===== src/rtl/match_ack_controller.sv =====
// Acknowledge handshake for an upstream pattern detector: captures one match per
// found_pattern assertion, holds ack low for a programmable delay, and counts matches.
module match_ack_controller #(
    parameter int ACK_DELAY = 4,
    parameter int CNT_W     = 16
) (
    input  logic             clk,
    input  logic             reset_sync,
    input  logic             found_pattern,
    input  logic             hold,
    input  logic             clear_count,
    output logic             ack,
    output logic             match_pulse,
    output logic [CNT_W-1:0] match_count,
    output logic             count_sat,
    output logic             busy,
    output logic [1:0]       fsm_state
);

    typedef enum logic [1:0] {
        READY   = 2'd0,
        CAPTURE = 2'd1,
        DELAY   = 2'd2,
        RELEASE = 2'd3
    } state_t;

    localparam logic [7:0]       TIMER_LOAD = 8'(ACK_DELAY - 1);
    localparam logic [CNT_W-1:0] CNT_MAX    = '1;

    state_t     state;
    state_t     state_nxt;
    logic [7:0] timer;
    logic [7:0] timer_nxt;
    logic       capture;
    logic       count_inc;

    always_comb begin
        state_nxt = state;
        timer_nxt = timer;
        case (state)
            READY: begin
                if (found_pattern) begin
                    state_nxt = CAPTURE;
                end
            end
            CAPTURE: begin
                state_nxt = DELAY;
                timer_nxt = TIMER_LOAD;
            end
            DELAY: begin
                // hold only matters once the timer has expired
                if (timer != 8'd0) begin
                    timer_nxt = timer - 8'd1;
                end else if (!hold) begin
                    state_nxt = RELEASE;
                end
            end
            RELEASE: begin
                if (!found_pattern) begin
                    state_nxt = READY;
                end
            end
            default: begin
                state_nxt = READY;
                timer_nxt = 8'd0;
            end
        endcase
    end

    assign capture   = (state == READY) && found_pattern;
    assign count_inc = capture && (match_count != CNT_MAX);

    // Outputs are registered from the next state so they align with the state register.
    always_ff @(posedge clk) begin
        if (reset_sync) begin
            state       <= READY;
            timer       <= 8'd0;
            ack         <= 1'b1;
            match_pulse <= 1'b0;
            busy        <= 1'b0;
            match_count <= '0;
            count_sat   <= 1'b0;
        end else begin
            state       <= state_nxt;
            timer       <= timer_nxt;
            ack         <= (state_nxt == READY) || (state_nxt == RELEASE);
            match_pulse <= (state_nxt == CAPTURE);
            busy        <= (state_nxt != READY);
            if (clear_count) begin
                match_count <= '0;
                count_sat   <= 1'b0;
            end else if (count_inc) begin
                match_count <= match_count + CNT_W'(1);
                if (match_count == CNT_MAX - CNT_W'(1)) begin
                    count_sat <= 1'b1;
                end
            end
        end
    end

    assign fsm_state = state;

endmodule


===== config.mk =====
export PLATFORM = sky130hd
export DESIGN_NAME = match_ack_controller
export DESIGN_NICKNAME = d
export VERILOG_FILES = /design/src/rtl/match_ack_controller.sv
export SDC_FILE = /design/constraint.sdc
export NUM_CORES = 1
export LEC_CHECK = 0
export BUFFER_PORTS_ARGS = -buffer_cell sky130_fd_sc_hd__clkbuf_2
export CORE_MARGIN = 2
export CORE_UTILIZATION = 51
export DETAILED_ROUTE_END_ITERATION = 10
export PLACE_DENSITY = 0.73
export REMOVE_ABC_BUFFERS = 1
export SKIP_CTS_REPAIR_TIMING = 1
export SLEW_MARGIN = 40
export SYNTH_ARGS = -nofsm -noshare
export SYNTH_HDL_FRONTEND = slang
export SYNTH_SLANG_ARGS = --single-unit

===== constraint.sdc =====
create_clock -name clk -period 2.8 [get_ports clk]
set_clock_uncertainty 0.15 [all_clocks]
set_input_delay 0.56 -clock clk [delete_from_list [all_inputs] [get_ports clk]]
set_output_delay 0.56 -clock clk [all_outputs]
set_load 0.01 [all_outputs]

==> flow_summary.rst, run 1 <==
.. list-table::
   :header-rows: 1

   * - Metric
     - Value
   * - Cells traversed along the worst timing path
     - or3b_4, or3_4, or4_1, a21oi_1
   * - Final Slew Violations
     - 0
   * - Total length of routed wires
     - 3920 um
   * - Count of flip-flops with a built-in enable after synthesis
     - 0
   * - Synthesized area divided by synthesized cell count
     - 8.39 um^2
   * - Synthesized-area fraction occupied by adder cells
     - ~4.5%
   * - Die area
     - ~3700 um^2
   * - Htree depth
     - 2
   * - TritonCTS clock tree
     - done
   * - Overall die width
     - a little over 60 um
   * - I/O pin total
     - 27
   * - Total GRT Usage
     - 24.1%
   * - Headroom to the max-slew limit
     - between 50% and 60%
   * - Dominant synthesized flop cell
     - sky130_fd_sc_hd__dfxtp_1
   * - Psw
     - 0.282 mW
   * - Setup slack after layout
     - 0.475 ns
   * - Highest ir drop seen on vdd
     - ~320 uV
   * - Post-Synthesis Cell Area
     - 1660 um^2
   * - Hold WS
     - 0.338 ns
   * - Yosys reg bits
     - 30
   * - Part of the cycle the worst path needs
     - 83.0%
   * - IO Port Bufs
     - 26
   * - Fraction of power spent switching nets
     - about 30%
   * - Type of the worst setup path
     - flop to flop
   * - Post-detailed-route count of antenna-violating nets
     - 0
   * - Mux contribution to synthesized area
     - 3.69%
   * - Synth-to-layout area growth
     - 14.2%
   * - Slew at the pin with the worst max-slew slack
     - 0.628 ns
   * - Fmax
     - 430 MHz
   * - XOR/XNOR share of the synthesized area
     - 0.528%
   * - Footprint of the flip-flops and latches
     - 601 um^2
   * - Most common cell after layout, fill and taps aside
     - sky130_fd_sc_hd__dfxtp_1
   * - Maximum fanout encountered on the critical timing path
     - 21
   * - Root buffer cell
     - sky130_fd_sc_hd__clkbuf_4
   * - DRC viols
     - 0
   * - Fill cell count
     - 283
   * - Proportion of synthesized chip area in sequential cells
     - 36.2%
   * - Top library cells by usage in the layout, fill and taps aside
     - sky130_fd_sc_hd__dfxtp_1 (30), sky130_fd_sc_hd__clkbuf_2 (26), sky130_fd_sc_hd__a21oi_1 (18)
   * - Endpoints failing hold
     - 0
   * - Outcome
     - finished, final reports clean
   * - Detailed Route Iter0 Violations
     - 127
   * - Vertical die dimension
     - 61.1 um
   * - CP endpoint kind
     - flop
   * - Setup crit start kind
     - flop
   * - Skew-Pair Late Insertion Delay
     - ~0.34 ns
   * - DR pass1 iterations
     - 5
   * - Final core occ
     - 61.6%
   * - Antenna violations before repair
     - 0
   * - Proportion of layout cells with a drive suffix above 1
     - 19.7%
   * - Core area
     - 3080 um^2
   * - Gp weighted congestion
     - 0.884
   * - Post-synth cell types
     - 45
   * - Std-Cell Rows
     - 20
   * - Buffer depth of the longest clock path
     - 2
   * - First-pass GRT wire length
     - 6670 um
   * - Placement-stage worst setup slack
     - 0.417 ns
   * - Arrival time worst endpoint
     - around 2.5 ns
   * - Max stage delay on crit path
     - 0.52 ns
   * - Area of the multi-input gates
     - 991 um^2
   * - Post-layout net count
     - around 240
   * - Warning count from the yosys run
     - 0
   * - Internal power contribution
     - approximately 0.65 mW
   * - Clock sinks
     - 30
   * - Slowest CP cell
     - sky130_fd_sc_hd__dfxtp_1
   * - Relative contribution of sequential cells to total power
     - 50.1%
   * - GR Overflow Total
     - 0
   * - Required time worst endpoint
     - 2.92 ns
   * - Gate Count Post-Synth
     - 198
   * - Leakage Power
     - about 0.69 nW
   * - Unrepaired setup endpoints after global routing
     - false
   * - Max_cap viols
     - 0
   * - Power density over the cells
     - between 400 and 500 nW/um^2
   * - Dominant combinational cell family by area after synthesis
     - simple AND/OR/NAND/NOR gates
   * - Detail-routed via count per cell
     - 6.08
   * - Antenna diode count
     - 0
   * - Post-synthesis compound-gate area fraction
     - roughly a fifth
   * - Clock slew at the register clock pins of the worst setup and hold paths
     - 0.10 ns
   * - Average detailed-routed wire length per instance
     - 14.4 um
   * - Clock network fraction of total power
     - 29.7%
   * - CTS Buf Count
     - 5
   * - Pin count of the biggest net entering global routing
     - 22
   * - Class of the most critical hold timing path
     - flop to flop
   * - Setup-failing EPs final
     - 0
   * - Post-route minimum period
     - 2.32 ns
   * - Vias in the first global route
     - 1,475
   * - Part of the power in combinational logic
     - 20.3%
   * - Starting utilization of the core area
     - 53.9%
   * - Async S/R FF share, synth
     - 0%
   * - Vias
     - roughly 1,700
   * - Setup total negative slack
     - 0 ns
   * - Simple-gate portion of the synthesized area
     - 30.1%
   * - HPWL after detailed placement
     - ~2800 um
-- per-stage QoR --
step	power (mW)	instance area (um^2)	instances
2_1_floorplan	0.606	1620	190
3_5_place_dp	0.664	1830	264
3_3_place_gp	0.658	1830	264
4_1_cts	0.937	1890	272
5_1_grt	0.986	1900	272
6_report	0.932	1900	272
-- cell usage after synthesis, drive strengths merged (3+ instances only) --
master	count	area share [%]
dfxtp	30	36
a21oi	18	5.4
nand2	17	3.8
nor2	10	2.3
o21ai	10	3.0
nand3	9	2.7
or3	9	3.7
or4	9	4.1
inv	8	1.8
clkbuf	6	1.4
ha	6	4.5
nand4	6	2.3
o31ai	6	2.7
mux2i	5	3.0
nor4	5	1.9
nand2b	3	1.1
nor3	3	0.90
or2	3	1.1
-- layer usage --
layer / global-route usage (%) / vias to the layer above / routed length [um]
met5: 0 / - / 0
met4: 10.9 / 0 / 54
met3: 5.46 / 6 / 283
met2: 34.7 / 53 / 1710
met1: 34.3 / 771 / 1870
li1: - / 824 / -
-- path summary, 6_finish.rpt --
path	from	end	slack (ns)	cells after the start
setup / recovery	fsm_state[1]	match_count[15]	0.48	4
hold / removal	count_sat	count_sat	0.34	2
setup reg to reg	fsm_state[1]	match_count[15]	0.48	4
hold reg to reg	count_sat	count_sat	0.34	2
-- critical path: cells and delay by family (launching register included) --
family / cells / cell delay [ns]
AND/OR/NAND/NOR: 3 / 1.41
flip-flops: 1 / 0.52
AO/OA/AOI/OAI: 1 / 0.18
-- cells by family after synthesis --
logic type | Yosys count
xor+xnor | 1
mux | 6
simple gates | 87
fa+ha+maj | 6
flops | 30
buf+inv | 16
compound gates | 52
-- state kept, by name, summed over array words and instances (netlist names) --
name,count
count_sat,1
match_pulse,1
match_count,16
fsm_state,2
busy,1
timer,8
ack,1
-- power by group through the flow --
| stage | registers (mW) | clock network, mW | logic, mW |
|---|---|---|---|
| after floorplan | 0.481 | 0 | 0.124 |
| after global placement | 0.475 | 0 | 0.183 |
| after detailed placement | 0.477 | 0 | 0.187 |
| after CTS | 0.467 | 0.281 | 0.189 |
| after global routing | 0.471 | 0.304 | 0.211 |
| final | 0.467 | 0.277 | 0.189 |
-- final cells by class --
type / count / area share, %
multi-input combinational: 152 / 52.2
sequential: 30 / 31.7
timing repair buffer: 30 / 8.44
clock buffer: 7 / 2.90
tap: 44 / 2.90
inverter: 8 / 1.58
clock inverter: 1 / 0.264
Note: power is estimated with default switching activity, not from simulation.
==> run 2: changes to the inputs <==
==> constraint.sdc (replaced) <==
create_clock -name clk -period 2.2 [get_ports clk]
set_clock_uncertainty 0.15 [all_clocks]
set_input_delay 0.44 -clock clk [delete_from_list [all_inputs] [get_ports clk]]
set_output_delay 0.44 -clock clk [all_outputs]
set_load 0.01 [all_outputs]
==> run 2 against run 1 <==
Effect of this change:
- via count grew 3.1%
- critical endpoint is now match_count[0]
- worst hold slack lost 0.053 ns
- worst setup slack lost 0.34 ns
- flip-flop and latch count is the same
- non-clock buffer count grew 13
- power grew 39%
- sequential power grew 26%
- routed wire length grew 5.3%
- sequential share of layout area shrank 1.7 points
- register-to-register slack lost 0.34 ns
- clock power grew 58%
- count of clock-buffer cells in the layout shrank 2
==> flow_summary.rst, run 2 (synthesized netlist as in run 1, its figures left out) <==
.. list-table::
   :header-rows: 1

   * - Metric
     - Value
   * - Max reg flops
     - 16
   * - Crit path buffers/inverters
     - 0
   * - Part of the cycle the worst path needs
     - 94.0%
   * - Overall die width
     - ~61 um
   * - HPWL after detailed placement
     - around 3000 um
   * - Post-layout net count
     - about 250
   * - Gp weighted congestion
     - 0.886
   * - Pin count of the biggest net entering global routing
     - 21
   * - Top library cells by usage in the layout, fill and taps aside
     - sky130_fd_sc_hd__dfxtp_1 (30), sky130_fd_sc_hd__clkbuf_2 (26), sky130_fd_sc_hd__a21oi_1 (18)
   * - Htree depth
     - 2
   * - Hold path startpoint
     - clear_count
   * - Power, Total
     - roughly 1.3 mW
   * - Start of the worst register-to-register path
     - match_count[4]
   * - Root buffer cell
     - sky130_fd_sc_hd__clkbuf_4
   * - Antenna diode count
     - 0
   * - Starting utilization of the core area
     - 53.9%
   * - Kind of cell adding the most delay to the critical path
     - simple AND/OR/NAND/NOR gates
   * - Power density over the cells
     - 645 nW/um^2
   * - Number of cells after detailed placement
     - 277
   * - Post-route standard cell area excluding fillers
     - 2010 um^2
   * - Vias
     - 1,706
   * - DRC viols
     - 0
   * - I/O pin total
     - 27
   * - End of the worst hold path
     - match_count[9]
   * - Proportion of layout cells with a drive suffix above 1
     - 24.1%
   * - Total GRT Usage
     - 24.2%
   * - CTS Buf Count
     - 5
   * - Clock network fraction of total power
     - about a third
   * - Final Slew Violations
     - 0
   * - Detail-routed via count per cell
     - 5.99
   * - Worst reg2reg setup slack
     - ~0.13 ns
   * - Vias in the first global route
     - 1,491
   * - Required time worst endpoint
     - 2.33 ns
   * - Worst Hold Depth
     - 3
   * - Leakage Power
     - 0.768 nW
   * - Max stage delay on crit path
     - 0.59 ns
   * - Hold WS
     - 0.284 ns
   * - Max_cap viols
     - 0
   * - Setup crit start kind
     - flop
   * - Antenna violations before repair
     - 0
   * - Class of the most critical hold timing path
     - input pin to flop
   * - Slew at the pin with the worst max-slew slack
     - around 0.48 ns
   * - Std-Cell Rows
     - 20
   * - Fmax
     - just under 500 MHz
   * - Setup total negative slack
     - 0 ns
   * - Skew-Pair Late Insertion Delay
     - 0.35 ns
   * - Die area
     - 3730 um^2
   * - Clock sinks
     - 30
   * - Cells traversed along the worst timing path
     - nand4_1, or4_1, o21ai_0, mux2i_1
   * - GR Overflow Total
     - 0
   * - Post-Layout Cell Count
     - 285
   * - Part of the power in combinational logic
     - between 20% and 30%
   * - Relative contribution of sequential cells to total power
     - 45.4%
   * - Total length of routed wires
     - 4130 um
   * - RR Endpoint
     - match_count[0]
   * - Average detailed-routed wire length per instance
     - 14.5 um
   * - Area after DPL
     - 1930 um^2
   * - Fraction of power spent switching nets
     - between 20% and 30%
   * - CP endpoint kind
     - flop
   * - Outcome
     - finished, final reports clean
   * - Register with the most flip-flops
     - match_count
   * - Unrepaired setup endpoints after global routing
     - false
   * - Slowest CP cell
     - sky130_fd_sc_hd__or4_1
   * - Internal power contribution
     - 0.923 mW
   * - Placement-stage worst setup slack
     - -0.0181 ns
   * - Post-detailed-route count of antenna-violating nets
     - 0
   * - Most common cell after layout, fill and taps aside
     - sky130_fd_sc_hd__dfxtp_1
   * - Endpoints failing hold
     - 0
   * - IO Port Bufs
     - 26
   * - Setup slack after layout
     - 0.132 ns
   * - Setup-failing EPs final
     - 0
   * - Synth-to-layout area growth
     - 20.8%
   * - Maximum fanout encountered on the critical timing path
     - 6
   * - Clock slew at the register clock pins of the worst setup and hold paths
     - 0.10 ns
   * - Final core occ
     - between 60% and 70%
   * - Arrival time worst endpoint
     - 2.19 ns
   * - TritonCTS clock tree
     - done
   * - Detailed Route Iter0 Violations
     - 89
   * - Psw
     - around 0.37 mW
   * - DR pass1 iterations
     - 4
   * - Type of the worst setup path
     - flop to flop
   * - Post-route minimum period
     - 2.07 ns
   * - Core area
     - just over 3000 um^2
   * - Headroom to the max-slew limit
     - 68.1%
   * - First-pass GRT wire length
     - 6650 um
   * - Vertical die dimension
     - 61.1 um
   * - Register-to-Register Path Depth
     - 4
   * - Highest ir drop seen on vdd
     - 534 uV
   * - Buffer depth of the longest clock path
     - 2
run 2: how the worst max path moves through the flow:
| stage | from | endpoint | slack, ns | depth (start not counted) |
|---|---|---|---|---|
| global placement | found_pattern | match_count[15] | 0.03 | 5 |
| floorplan | fsm_state[0] | match_count[15] | 0.05 | 4 |
| detailed placement | found_pattern | match_count[15] | -0.02 | 5 |
| finish | match_count[4] | match_count[0] | 0.13 | 4 |
| CTS | match_count[4] | match_count[0] | 0.15 | 4 |
| global route | match_count[4] | match_count[0] | 0.009 | 4 |
run 2: worst reg2reg max path, stage by stage (launching register included):
cell and delay [ns]:
sky130_fd_sc_hd__dfxtp_1 0.41, sky130_fd_sc_hd__nand4_1 0.25, sky130_fd_sc_hd__or4_1 0.59, sky130_fd_sc_hd__o21ai_0 0.37, sky130_fd_sc_hd__mux2i_1 0.23
run 2: power groups by stage:
stage	sequential (mW)	clock, mW	combinational, mW
5_1_grt	0.591	0.464	0.299
6_report	0.587	0.439	0.268
2_1_floorplan	0.613	0	0.158
3_3_place_gp	0.598	0	0.258
4_1_cts	0.587	0.447	0.267
3_5_place_dp	0.599	0	0.266
run 2: final cells by class:
type	instances	area, um^2
fill	262	1070
multi-input combinational	152	985
sequential	30	601
timing repair buffer	43	258
tap	44	55.1
clock inverter	3	40.0
clock buffer	5	37.5
inverter	8	30.0
run 2: layer usage:
layer | wire [um] | share of wire (%) | track usage [%] | vias up
li1 | - | - | - | 844
met1 | 1870 | 45 | 31.6 | 799
met2 | 1970 | 48 | 38.0 | 56
met3 | 237 | 5.7 | 5.88 | 7
met4 | 58 | 1.4 | 10.6 | 0
met5 | 0 | 0 | 0 | -
==> run 3: changes to the inputs <==
==> constraint.sdc (replaced) <==
create_clock -name clk -period 2.2 [get_ports clk]
set_clock_uncertainty 0.15 [all_clocks]
set_input_delay 0.44 -clock clk [delete_from_list [all_inputs] [get_ports clk]]
set_output_delay 0.44 -clock clk [all_outputs]
set_load 0.1 [all_outputs]
==> run 3 against run 2 <==
Effect of this change:
- critical path type unchanged
- sequential share of layout area fell by 0.11 points
- worst setup slack got worse by 0.022 ns
- die area did not move
- combinational power rose by 35%
- routed wire length rose by 0.68%
- first-iteration DRC count rose by 67%
- register-to-register slack got worse by 0.02 ns
- core utilization rose by 0.24 points
- count of clock-buffer cells in the layout rose by 2
- flip-flop and latch count did not move
==> flow_summary.rst, run 3 (synthesized netlist as in run 1, its figures left out) <==
.. list-table::
   :header-rows: 1

   * - Metric
     - Value
   * - Outcome
     - finished, final reports clean
   * - Core area
     - 3080 um^2
   * - Std-Cell Rows
     - 20
   * - Die area
     - 3730 um^2
   * - Required time worst endpoint
     - ~2.3 ns
   * - Total length of routed wires
     - 4160 um
   * - Average detailed-routed wire length per instance
     - 14.4 um
   * - Stages on worst setup path
     - 4
   * - Root buffer cell
     - sky130_fd_sc_hd__clkbuf_4
   * - Slowest CP cell
     - sky130_fd_sc_hd__or4_1
   * - Post-layout net count
     - 254
   * - Post-Layout Cell Count
     - 288
   * - Post-detailed-route count of antenna-violating nets
     - 0
   * - Clock slew at the register clock pins of the worst setup and hold paths
     - 0.10 ns
   * - Number of cells after detailed placement
     - 280
   * - Pin count of the biggest net entering global routing
     - 21
   * - Type of the worst setup path
     - flop to flop
   * - GR Overflow Total
     - 0
   * - DRC viols
     - 0
   * - Final Slew Violations
     - 0
   * - Crit path buffers/inverters
     - 0
   * - Area after DPL
     - 1950 um^2
   * - Register with the most flip-flops
     - match_count
   * - TritonCTS clock tree
     - done
   * - Detail-routed via count per cell
     - 6.06
   * - CP endpoint kind
     - flop
   * - Highest ir drop seen on vdd
     - 505 uV
   * - Leakage Power
     - 0.774 nW
   * - Endpoints failing hold
     - 0
   * - Proportion of layout cells with a drive suffix above 1
     - between 20% and 30%
   * - Synth-to-layout area growth
     - 21.3%
   * - DR pass1 iterations
     - 4
   * - Register-to-Register Path Depth
     - 4
   * - Clock sinks
     - 30
   * - Fmax
     - 479 MHz
   * - Antenna diode count
     - 0
   * - Vias
     - around 1,700
   * - Max stage delay on crit path
     - 0.59 ns
   * - Max reg flops
     - 16
   * - Buffer depth of the longest clock path
     - 2
   * - Kind of cell adding the most delay to the critical path
     - simple AND/OR/NAND/NOR gates
   * - Unrepaired setup endpoints after global routing
     - false
   * - Skew-Pair Late Insertion Delay
     - 0.34 ns
   * - Post-route minimum period
     - 2.09 ns
   * - CTS Buf Count
     - 5
   * - Top library cells by usage in the layout, fill and taps aside
     - sky130_fd_sc_hd__dfxtp_1 (30), sky130_fd_sc_hd__clkbuf_2 (25), sky130_fd_sc_hd__buf_4 (21)
   * - Htree depth
     - 2
   * - IO Port Bufs
     - 26
   * - First-pass GRT wire length
     - about 6600 um
   * - I/O pin total
     - 27
   * - Starting utilization of the core area
     - 53.9%
   * - Vertical die dimension
     - 61.1 um
   * - Setup-failing EPs final
     - 0
   * - Class of the most critical hold timing path
     - input pin to flop
   * - Hold WS
     - 0.272 ns
   * - Cells traversed along the worst timing path
     - nand4_1, or4_1, o21ai_0, mux2i_1
   * - Maximum fanout encountered on the critical timing path
     - 6
   * - Worst Hold Depth
     - 2
   * - Headroom to the max-slew limit
     - 63.7%
   * - Slew at the pin with the worst max-slew slack
     - 0.547 ns
   * - Most common cell after layout, fill and taps aside
     - sky130_fd_sc_hd__dfxtp_1
   * - Gp weighted congestion
     - 0.894
   * - Arrival time worst endpoint
     - 2.21 ns
   * - Setup crit start kind
     - flop
   * - HPWL after detailed placement
     - just over 3000 um
   * - Max_cap viols
     - 0
   * - Part of the cycle the worst path needs
     - 95.0%
   * - Detailed Route Iter0 Violations
     - between 100 and 150
   * - Total GRT Usage
     - about a quarter
   * - Antenna violations before repair
     - 0
   * - Power density over the cells
     - ~650 nW/um^2
   * - Post-route standard cell area excluding fillers
     - 2010 um^2
   * - Overall die width
     - around 61 um
   * - Vias in the first global route
     - 1,473
run 3: changes by cell type in the layout (fill, tap and decap cells not counted):
cell | previous run | this run
sky130_fd_sc_hd__buf_4 | 17 | 21
sky130_fd_sc_hd__bufinv_16 | 1 | 0
sky130_fd_sc_hd__clkbuf_1 | 0 | 1
sky130_fd_sc_hd__clkbuf_2 | 26 | 25
sky130_fd_sc_hd__clkbuf_8 | 0 | 1
sky130_fd_sc_hd__clkinv_2 | 2 | 1
run 3: routing by layer:
layer / global-route usage, % / wire [um]
met5: 0 / 0
met4: 8.39 / 61
met3: 7.56 / 269
met2: 36.2 / 1920
met1: 32.1 / 1900
run 3: where the power goes:
part | total (mW) | switching [mW] | leakage (nW) | internal (mW)
logic | 0.362 | 0.239 | 0.495 | 0.124
registers | 0.585 | 0.0170 | 0.244 | 0.568
clock network | 0.353 | 0.199 | 0.0353 | 0.155
run 3: final cells by class:
class / instances / area, um^2
fill: 275 / 1060
multi-input combinational: 152 / 985
sequential: 30 / 601
timing repair buffer: 46 / 283
clock buffer: 7 / 55.1
tap: 44 / 55.1
inverter: 8 / 30.0
clock inverter: 1 / 5.00
run 3: worst register-to-register path, stage by stage, from the launching register on:
cell	delay, ns
sky130_fd_sc_hd__dfxtp_1	0.41
sky130_fd_sc_hd__nand4_1	0.28
sky130_fd_sc_hd__or4_1	0.59
sky130_fd_sc_hd__o21ai_0	0.35
sky130_fd_sc_hd__mux2i_1	0.24
run 3: path summary, 6_finish.rpt:
kind	startpoint	to	slack (ns)
setup reg to reg	match_count[4]	match_count[0]	0.11
hold reg to reg	count_sat	count_sat	0.34
setup / recovery	match_count[4]	match_count[0]	0.11
hold / removal	reset_sync	timer[2]	0.27
run 3: per-stage QoR:
stage	setup slack (ns)	setup TNS [ns]	utilization, %	total power [mW]
finish	0.111	0	65.4	1.30
global route	0.0395	0	65.4	1.36
CTS	0.121	0	65.4	1.31
detailed placement	-0.0147	-0.0261	63.5	0.958
global placement	0.0298	0	63.5	0.946
floorplan	-0.633	-8.41	-	0.856
